--- src/rtl/inject_scheduler_pkg.sv ---
// Shared flit definitions for the NoC: the Router, ProcessorElement and
// inject_scheduler blocks all use this package.
//   FlitW                 : flit width in bits
//   FlitTypeHi/FlitTypeLo : position of the 2-bit flit-type field
//   flit_type_e           : head / body / tail / single encodings
package inject_scheduler_pkg;

  localparam int unsigned FlitW      = 20;
  localparam int unsigned FlitTypeHi = 19;
  localparam int unsigned FlitTypeLo = 18;

  typedef enum logic [1:0] {
    FlitBody   = 2'b00,
    FlitTail   = 2'b01,
    FlitHead   = 2'b10,
    FlitSingle = 2'b11
  } flit_type_e;

  // Head and single flits open a packet; tail and single flits close one.
  function automatic logic is_start(input logic [1:0] ty);
    return ty[1];
  endfunction

  function automatic logic is_end(input logic [1:0] ty);
    return ty[0];
  endfunction

endpackage

--- src/rtl/inject_scheduler_rr_arbiter.sv ---
// Combinational round-robin arbiter: grants the first requester at or after
// the pointer, ascending with wrap-around.
//   req_i       : request vector
//   ptr_i       : highest-priority index
//   gnt_o       : one-hot grant
//   gnt_idx_o   : binary index of the grant
//   gnt_valid_o : some request was granted
module inject_scheduler_rr_arbiter #(
  parameter int unsigned NREQ = 4,
  parameter int unsigned PtrW = 2
) (
  input  logic [NREQ-1:0] req_i,
  input  logic [PtrW-1:0] ptr_i,
  output logic [NREQ-1:0] gnt_o,
  output logic [PtrW-1:0] gnt_idx_o,
  output logic            gnt_valid_o
);

  always_comb begin
    logic [PtrW-1:0] idx;
    logic            found;
    gnt_o       = '0;
    gnt_idx_o   = '0;
    found       = 1'b0;
    for (int unsigned off = 0; off < NREQ; off++) begin
      idx = PtrW'((32'(ptr_i) + off) % NREQ);
      if (!found && req_i[idx]) begin
        found      = 1'b1;
        gnt_idx_o  = idx;
        gnt_o[idx] = 1'b1;
      end
    end
    gnt_valid_o = found;
  end

endmodule

--- src/rtl/inject_scheduler.sv ---
// Credit-based scheduler merging NREQ PE flit sources onto one router inject
// port. A packet locks the port from head to tail; new packets are picked
// round-robin.
//   clk, RST      : clock, synchronous active-high reset
//   req_flit      : NREQ packed 20-bit flits, source i at [20*i+19:20*i]
//   req_valid     : per-source flit valid
//   req_ready     : per-source flit consumed (combinational)
//   dataout       : registered flit to the router
//   out_valid     : dataout valid this cycle
//   ci            : credit-return pulse from the router
// Optional (macro INJECT_SCHED_STATS_EN): sent_count, stall_count outputs.
module inject_scheduler
  import inject_scheduler_pkg::*;
#(
  parameter int unsigned NREQ       = 4,
  parameter int unsigned CREDIT_MAX = 4
) (
  input  logic                 clk,
  input  logic                 RST,
  input  logic [NREQ*FlitW-1:0] req_flit,
  input  logic [NREQ-1:0]      req_valid,
  output logic [NREQ-1:0]      req_ready,
  output logic [FlitW-1:0]     dataout,
  output logic                 out_valid,
  input  logic                 ci
`ifdef INJECT_SCHED_STATS_EN
  ,
  output logic [15:0]          sent_count,
  output logic [15:0]          stall_count
`endif
);

  localparam int unsigned PtrW = (NREQ > 1) ? $clog2(NREQ) : 1;
  localparam int unsigned CntW = $clog2(CREDIT_MAX + 1);
  localparam logic [CntW-1:0] CreditFull = CntW'(CREDIT_MAX);

  localparam logic [0:0] StIdle   = 1'b0;
  localparam logic [0:0] StLocked = 1'b1;

  logic [0:0]       state_q, state_d;
  logic [PtrW-1:0]  owner_q, owner_d;
  logic [PtrW-1:0]  rr_ptr_q, rr_ptr_d;
  logic [CntW-1:0]  credit_q, credit_d;
  logic [FlitW-1:0] dataout_q, dataout_d;
  logic             out_valid_q, out_valid_d;

  logic [NREQ-1:0]  start_req;
  logic [NREQ-1:0]  arb_gnt;
  logic [PtrW-1:0]  arb_idx;
  logic             arb_valid;
  logic [PtrW-1:0]  sel_idx;
  logic [FlitW-1:0] sel_flit;
  logic             elig_valid;
  logic             credit_ok;
  logic             send;

  // Only packet-opening flits compete in IDLE; stray body/tail flits stall.
  always_comb begin
    start_req = '0;
    for (int unsigned i = 0; i < NREQ; i++) begin
      start_req[i] = req_valid[i] && is_start(req_flit[FlitW*i+FlitTypeLo +: 2]);
    end
  end

  inject_scheduler_rr_arbiter #(
    .NREQ(NREQ),
    .PtrW(PtrW)
  ) u_rr_arbiter (
    .req_i      (start_req),
    .ptr_i      (rr_ptr_q),
    .gnt_o      (arb_gnt),
    .gnt_idx_o  (arb_idx),
    .gnt_valid_o(arb_valid)
  );

  always_comb begin
    sel_idx    = (state_q == StLocked) ? owner_q : arb_idx;
    sel_flit   = req_flit[FlitW*sel_idx +: FlitW];
    elig_valid = (state_q == StLocked) ? req_valid[sel_idx] : arb_valid;
    credit_ok  = (credit_q != '0);
    send       = elig_valid && credit_ok && !RST;
    req_ready  = '0;
    if (send) begin
      if (state_q == StLocked) begin
        req_ready[sel_idx] = 1'b1;
      end else begin
        req_ready = arb_gnt;
      end
    end
  end

  always_comb begin
    state_d     = state_q;
    owner_d     = owner_q;
    rr_ptr_d    = rr_ptr_q;
    credit_d    = credit_q;
    dataout_d   = dataout_q;
    out_valid_d = send;
    if (send) begin
      dataout_d = sel_flit;
      owner_d   = sel_idx;
      if (is_end(sel_flit[FlitTypeHi:FlitTypeLo])) begin
        state_d  = StIdle;
        rr_ptr_d = (sel_idx == PtrW'(NREQ - 1)) ? '0 : sel_idx + PtrW'(1);
      end else begin
        state_d = StLocked;
      end
    end
    case ({send, ci})
      2'b10:   credit_d = credit_q - CntW'(1);
      2'b01:   if (credit_q != CreditFull) credit_d = credit_q + CntW'(1);
      default: credit_d = credit_q;
    endcase
  end

  always_ff @(posedge clk) begin
    if (RST) begin
      state_q     <= StIdle;
      owner_q     <= '0;
      rr_ptr_q    <= '0;
      credit_q    <= CreditFull;
      dataout_q   <= '0;
      out_valid_q <= 1'b0;
    end else begin
      state_q     <= state_d;
      owner_q     <= owner_d;
      rr_ptr_q    <= rr_ptr_d;
      credit_q    <= credit_d;
      dataout_q   <= dataout_d;
      out_valid_q <= out_valid_d;
    end
  end

  assign dataout   = dataout_q;
  assign out_valid = out_valid_q;

`ifdef INJECT_SCHED_STATS_EN
  logic [15:0] sent_q, sent_d;
  logic [15:0] stall_q, stall_d;

  always_comb begin
    sent_d  = send ? sent_q + 16'd1 : sent_q;
    stall_d = (elig_valid && !credit_ok) ? stall_q + 16'd1 : stall_q;
  end

  always_ff @(posedge clk) begin
    if (RST) begin
      sent_q  <= '0;
      stall_q <= '0;
    end else begin
      sent_q  <= sent_d;
      stall_q <= stall_d;
    end
  end

  assign sent_count  = sent_q;
  assign stall_count = stall_q;
`endif

endmodule

--- config.mk ---
export PLATFORM = sky130hd
export DESIGN_NAME = inject_scheduler
export DESIGN_NICKNAME = d
export VERILOG_FILES = /design/src/rtl/inject_scheduler_pkg.sv /design/src/rtl/inject_scheduler_rr_arbiter.sv /design/src/rtl/inject_scheduler.sv
export SDC_FILE = /design/constraint.sdc
export NUM_CORES = 1
export LEC_CHECK = 0
export CORE_MARGIN = 3
export CORE_UTILIZATION = 43
export DETAILED_ROUTE_END_ITERATION = 8
export PLACE_DENSITY = 0.82
export SYNTH_ARGS = -nofsm -noshare
export SYNTH_HDL_FRONTEND = slang
export SYNTH_SLANG_ARGS = --single-unit
--- constraint.sdc ---
create_clock -name clk -period 3.95 [get_ports clk]
set_input_delay 0.5925 -clock clk [delete_from_list [all_inputs] [get_ports clk]]
set_output_delay 0.5925 -clock clk [all_outputs]
set_load 0.005 [all_outputs]
==> results of run 1 <==
metal layers:
layer / global-route usage / wire [um] / vias up
met5: 0 / 0 / -
met4: 0.0817 / 157 / 0
met3: 0.0705 / 816 / 12
met2: 0.409 / 4140 / 158
met1: 0.312 / 3500 / 1409
li1: - / - / 1481
cells by family after synthesis:
logic type,count (synthesis),synth area share
xor gates and xnor gates,1,0.00346
muxes,7,0.0435
and+or+nand+nor,121,0.211
DFF,29,0.230
AOI/OAI and AO/OA,117,0.350
buffers and inverters,56,0.0945
adders and majority gates,13,0.0673
synth_stat cells (3+ instances only):
| cell | instances |
|---|---|
| nand3_1 | 7 |
| buf_2 | 11 |
| clkbuf_1 | 15 |
| a221o_1 | 4 |
| ha_1 | 12 |
| nor2_1 | 15 |
| o211ai_1 | 3 |
| a311o_1 | 19 |
| a21oi_1 | 27 |
| a221oi_1 | 6 |
| dfxtp_1 | 29 |
| mux4_2 | 3 |
| inv_1 | 25 |
| nand2_1 | 70 |
| nor3_1 | 10 |
| o21ai_0 | 5 |
| and2_1 | 4 |
| a211oi_1 | 38 |
power groups by stage:
stage	Combinational (uW)	Clock (uW)	Sequential (uW)
3_3_place_gp	1770	0	503
3_5_place_dp	1790	0	505
5_1_grt	1980	260	517
6_report	1810	239	501
2_1_floorplan	1120	0	510
4_1_cts	1800	249	499
layout by cell type (no fill, tap or decap), types with 3 or more instances in the layout:
cell type          n
mux4_2             3
o21ai_0            5
and2_1             4
a211oi_1          38
ha_1              12
dfxtp_1           29
a221oi_1           6
nor2_1            15
o211ai_1           3
nor3_1            10
a221o_1            4
clkdlybuf4s50_1  111
inv_1             25
clkbuf_8           5
nand2_1           70
buf_4             21
nand3_1            7
a21oi_1           27
a311o_1           19
cell type report:
class | count | area, sq um | share of cell area
inverter | 27 | 101 | 0.0263
clock inverter | 3 | 17.5 | 0.00455
tap | 72 | 90.1 | 0.0234
clock buffer | 5 | 68.8 | 0.0179
timing repair buffer | 132 | 1270 | 0.329
multi-input combinational | 259 | 1720 | 0.448
sequential | 29 | 581 | 0.151
stage by stage:
stage | instances | setup WS [ps] | power, uW | utilization | hold slack (ps)
2_1_floorplan | 344 | 825 | 1630 | - | 453
3_3_place_gp | 518 | 183 | 2270 | 0.670 | 442
3_5_place_dp | 518 | 135 | 2290 | 0.670 | 446
4_1_cts | 526 | 130 | 2550 | 0.685 | 455
5_1_grt | 527 | 39.3 | 2760 | 0.687 | 481
6_report | 527 | 131 | 2550 | 0.687 | 456
tightest hold or removal path: cells and delay by family, from the launching register on:
family / cells / cell delay, ps
flip-flops: 1 / 310
AND/OR/NAND/NOR: 1 / 50
AO/OA/AOI/OAI: 1 / 50
flip-flops by register name, summed over array words and instances (netlist names):
signal and cells:
dataout 20, owner_q 2, credit_q 3, rr_ptr_q 2
out_valid 1, state_q 1
final timing paths:
check,from,cells past startpoint,to
max,req_flit[39],9,req_ready[1]
min,dataout[8],2,dataout[8]
max reg2reg,rr_ptr_q[0],11,rr_ptr_q[1]
min reg2reg,dataout[8],2,dataout[8]
repair_timing:
item / 4_1_cts / 5_1_grt
buffers inserted: 0 / 1
gates resized for setup: 0 / 0
endpoints found under the setup margin: 0 / 1
==> flow_summary.ini, run 1 <==
[worst_hold_path]
worstHoldPathType = reg -> reg

[timing]
slew_headroom = 0.601
finalSetupViolations = 0
slew_violations = 0
grt_setup_unrepaired = no
fin_worst_skew_ps = 7.61
finalHoldViolCount = 0
finalCritPeriodShare = 0.967
fmax_mhz = 262
tightest_slew_ps = 597
period_needed_ps = 3820
tns_ps = 0

[grt]
antenna_found_initial = 0
grt_overflow = 0
grt_use_total = 0.249
grt_pass1_vias = 2742
grt_max_degree = 52
grt_pass1_wl_mm = 13.1

[routing]
drtIter0Drc = 188
vias = 3060
antenna_left = 0
drt_pass1_iterations = 5
routedWlPerCell_um = 16.3
avgViaCountPerCell = 5.81
routed_wl_mm = 8.61
drc = 0

[synthesis]
synth_ff_type = dfxtp_1
synth_top_area_share = 0.230
ys_seq_area_frac = 0.230
yosys.area.top_type = dfxtp_1
synth.avg_cell_area_sq_um = 7.35
synth_edf_count = 0
synthesis.instances = 344
ys_async_sr_fraction = 0
yosys_warnings = 0
synth_nets = 444
ys_top_cells_by_area = dfxtp_1, a211oi_1, nand2_1, a311o_1, ha_1
synth_area_sq_um = 2530
ys_seq_elements = 29
ys_types = 48

[critical_path]
crit_path_top_delay_cell = clkdlybuf4s50_1
critPathKind = in -> out
path_delay_family = buffers and inverters
startpoint_type = input pin
crit_chain = clkdlybuf4s50_1, and2_4, mux4_2, buf_4, nor2b_1, a221o_1, a221oi_1, nor3_1, clkdlybuf4s50_1
crit_fanout = 6
required_ps = 3360
cp_common_cell = clkdlybuf4s50_1
endpoint_kind = output pin
max_stage_delay_ps = 540
rrSetupSlack_ps = 730
cp_data_arrival_time_ps = 3230
path_buf_inv = 3

[clocking]
cts.sinks = 29
ctsHoldBuffers = 0
clk_path_buf_depth = 2
cts_buffers = 5
clockRootBuffer = clkbuf_8
insertion_delay_ps = 280
path_clk_slew_ps = 60
tritoncts = done
cts.htree.levels = 2

[place]
hpwlAfterDp_mm = 6.43
gp_congestion = 0.887
portBuffers = 111
placed_cell_area_sq_um = 3760

[finish]
diodes = 0
area_delta_synth_final_pct = 52.3
fillers = 492
layout-drive-gt1-share = 0.0923
fin_area_sq_um = 3850
nets = 554

[power]
powerDensity_nw_per_um2 = 662
p_seq_frac = 0.197
peakVddDrop_mv = 0.408
comb_power_share = 0.709
p_sw_uw = 1190
p_int_uw = 1360
clkPwrFrac = 0.094
switching_share = 0.465
p_leak_uw = 0.00148

[job]
drv_cap = 0

[floorplanning]
start_util = 0.451
die_y_um = 82.7
core_area_sq_um = 5610
die_w_um = 82.7
boundaryPins = 112
rows = 27
die_area_sq_um = 6840

[status]
status = completed
Power figures use the tool's default switching activity.
==> inputs of run 2 (changes only) <==
--- a/config.mk
+++ b/config.mk
@@ -10,2 +10,3 @@
 export DETAILED_ROUTE_END_ITERATION = 8
+export GPL_TIMING_DRIVEN = 0
 export PLACE_DENSITY = 0.82
--- a/constraint.sdc
+++ b/constraint.sdc
@@ -3,2 +3,2 @@
 set_output_delay 0.5925 -clock clk [all_outputs]
-set_load 0.005 [all_outputs]
+set_load 0.01 [all_outputs]
==> flow_summary.ini, run 2 (same netlist as run 1, synthesis figures left out) <==
[clocking]
cts_buffers = 5
cts.htree.levels = 2
insertion_delay_ps = 290
tritoncts = done
cts.sinks = 29
path_clk_slew_ps = 70
clk_path_buf_depth = 2
clockRootBuffer = clkbuf_8

[finish]
largest_reg_flops = 20
layout_commonest_cell = clkdlybuf4s50_1
fin_util = 0.693
final_cell_mix = clkdlybuf4s50_1, nand2_1, a211oi_1
area_delta_synth_final_pct = 53.7
fin_area_sq_um = 3890
fillers = 486
diodes = 0
layout-drive-gt1-share = 0.0886
nets = 562

[timing]
tightest_slew_ps = 572
slew_violations = 0
slew_headroom = 0.616
period_needed_ps = 3770
finalSetupViolations = 0
tns_ps = 0
fin_worst_skew_ps = 10.5
finalCritPeriodShare = 0.955
fmax_mhz = 265
grt_setup_unrepaired = no
finalHoldViolCount = 0
whs_ps = 453

[critical_path]
rrSetupSlack_ps = 690
max_stage_delay_ps = 500
crit_chain = clkdlybuf4s50_1, and2_1, mux4_2, o211ai_2, a41oi_4, buf_6, inv_1, ha_1, nor2_1, nor3_1, dlygate4sd1_1
crit_fanout = 7
reg2reg_depth = 11
required_ps = 3360
r2r-start = rr_ptr_q[0]
path_buf_inv = 4
startpoint_type = input pin
crit_path_top_delay_cell = clkdlybuf4s50_1
cp_data_arrival_time_ps = 3180
endpoint_kind = output pin
critPathKind = in -> out
path_delay_family = buffers and inverters
r2r_end = rr_ptr_q[1]

[floorplanning]
die_w_um = 82.7
start_util = 0.451
core_area_sq_um = 5610
die_y_um = 82.7
rows = 27
boundaryPins = 112
die_area_sq_um = 6840

[place]
hpwlAfterDp_mm = 6.84
portBuffers = 110
placed_cell_area_sq_um = 3720
gp_congestion = 0.957

[grt]
grt_use_total = 0.272
antenna_found_initial = 0
grt_overflow = 0
grt_pass1_vias = 3005
grt_max_degree = 15
grt_pass1_wl_mm = 14.4

[routing]
routedWlPerCell_um = 17.1
routed_wl_mm = 9.14
drtIter0Drc = 253
drc = 0
drt_pass1_iterations = 5
avgViaCountPerCell = 5.91
vias = 3160
antenna_left = 0

[power]
switching_share = 0.466
comb_power_share = 0.690
peakVddDrop_mv = 0.401
p_int_uw = 1460
p_total_uw = 2740
powerDensity_nw_per_um2 = 705
clkPwrFrac = 0.120
p_sw_uw = 1280
p_seq_frac = 0.190
p_leak_uw = 0.00151

[job]
drv_cap = 0

[status]
status = completed

[worst_hold_path]
worstHoldPathType = reg -> reg
hold_end = dataout[8]
whs_path_depth = 2
min_from = dataout[8]
==> run 2: through the flow <==
stage	setup slack, ps	instances
finish	177	535
global route	8.98	535
CTS	166	536
detailed placement	-336	526
global placement	-316	526
floorplan	726	344
==> run 2: worst max-delay path by stage <==
stage               depth (start not counted)            to    startpoint
floorplan                                  13  req_ready[0]   rr_ptr_q[0]
global placement                           11  req_ready[2]  req_flit[79]
detailed placement                         11  req_ready[0]  req_flit[19]
CTS                                        11  req_ready[0]  req_flit[59]
global route                               12  req_ready[3]   rr_ptr_q[0]
finish                                     11  req_ready[0]  req_flit[59]
==> run 2: final cells by class <==
class,count,area [sq um],share of cell area
Buffer,27,136,0.0351
Clock buffer,7,86.3,0.0222
Clock inverter,1,30.0,0.00773
Inverter,27,101,0.0261
Multi-Input combinational cell,259,1740,0.449
Sequential cell,29,583,0.150
Tap cell,72,90.1,0.0232
Timing Repair Buffer,113,1110,0.287
==> run 2: power groups by stage <==
stage / logic [uW] / clock network, uW / registers [uW]
global route: 2070 / 343 / 541
global placement: 1750 / 0 / 517
CTS: 1870 / 329 / 521
finish: 1890 / 328 / 521
floorplan: 1130 / 0 / 543
detailed placement: 1790 / 0 / 521
==> run 2: routing by layer <==
layer / GRT usage / share of wire / wire, um / up-vias
li1: - / - / - / 1500
met1: 0.337 / 0.41 / 3730 / 1470
met2: 0.455 / 0.48 / 4360 / 176
met3: 0.0824 / 0.10 / 910 / 14
met4: 0.0784 / 0.015 / 138 / 0
met5: 0 / 0 / 0 / -
==> run 2: timing repair <==
action / 4_1_cts / 5_1_grt
pin swaps: 0 / 1
buffers inserted: 3 / 0
gates resized for setup: 15 / 3
hold buffers: 0 / 0
setup endpoints to repair: 4 / 4
==> run 2: worst register-to-register path, stage by stage, from the launching register on <==
cell	delay, ps
dfxtp_2	400
buf_4	200
inv_2	120
ha_4	360
o211ai_1	100
a221oi_1	310
and3_1	240
a21oi_2	90
inv_2	280
mux4_2	550
nand2_2	150
mux2_1	340
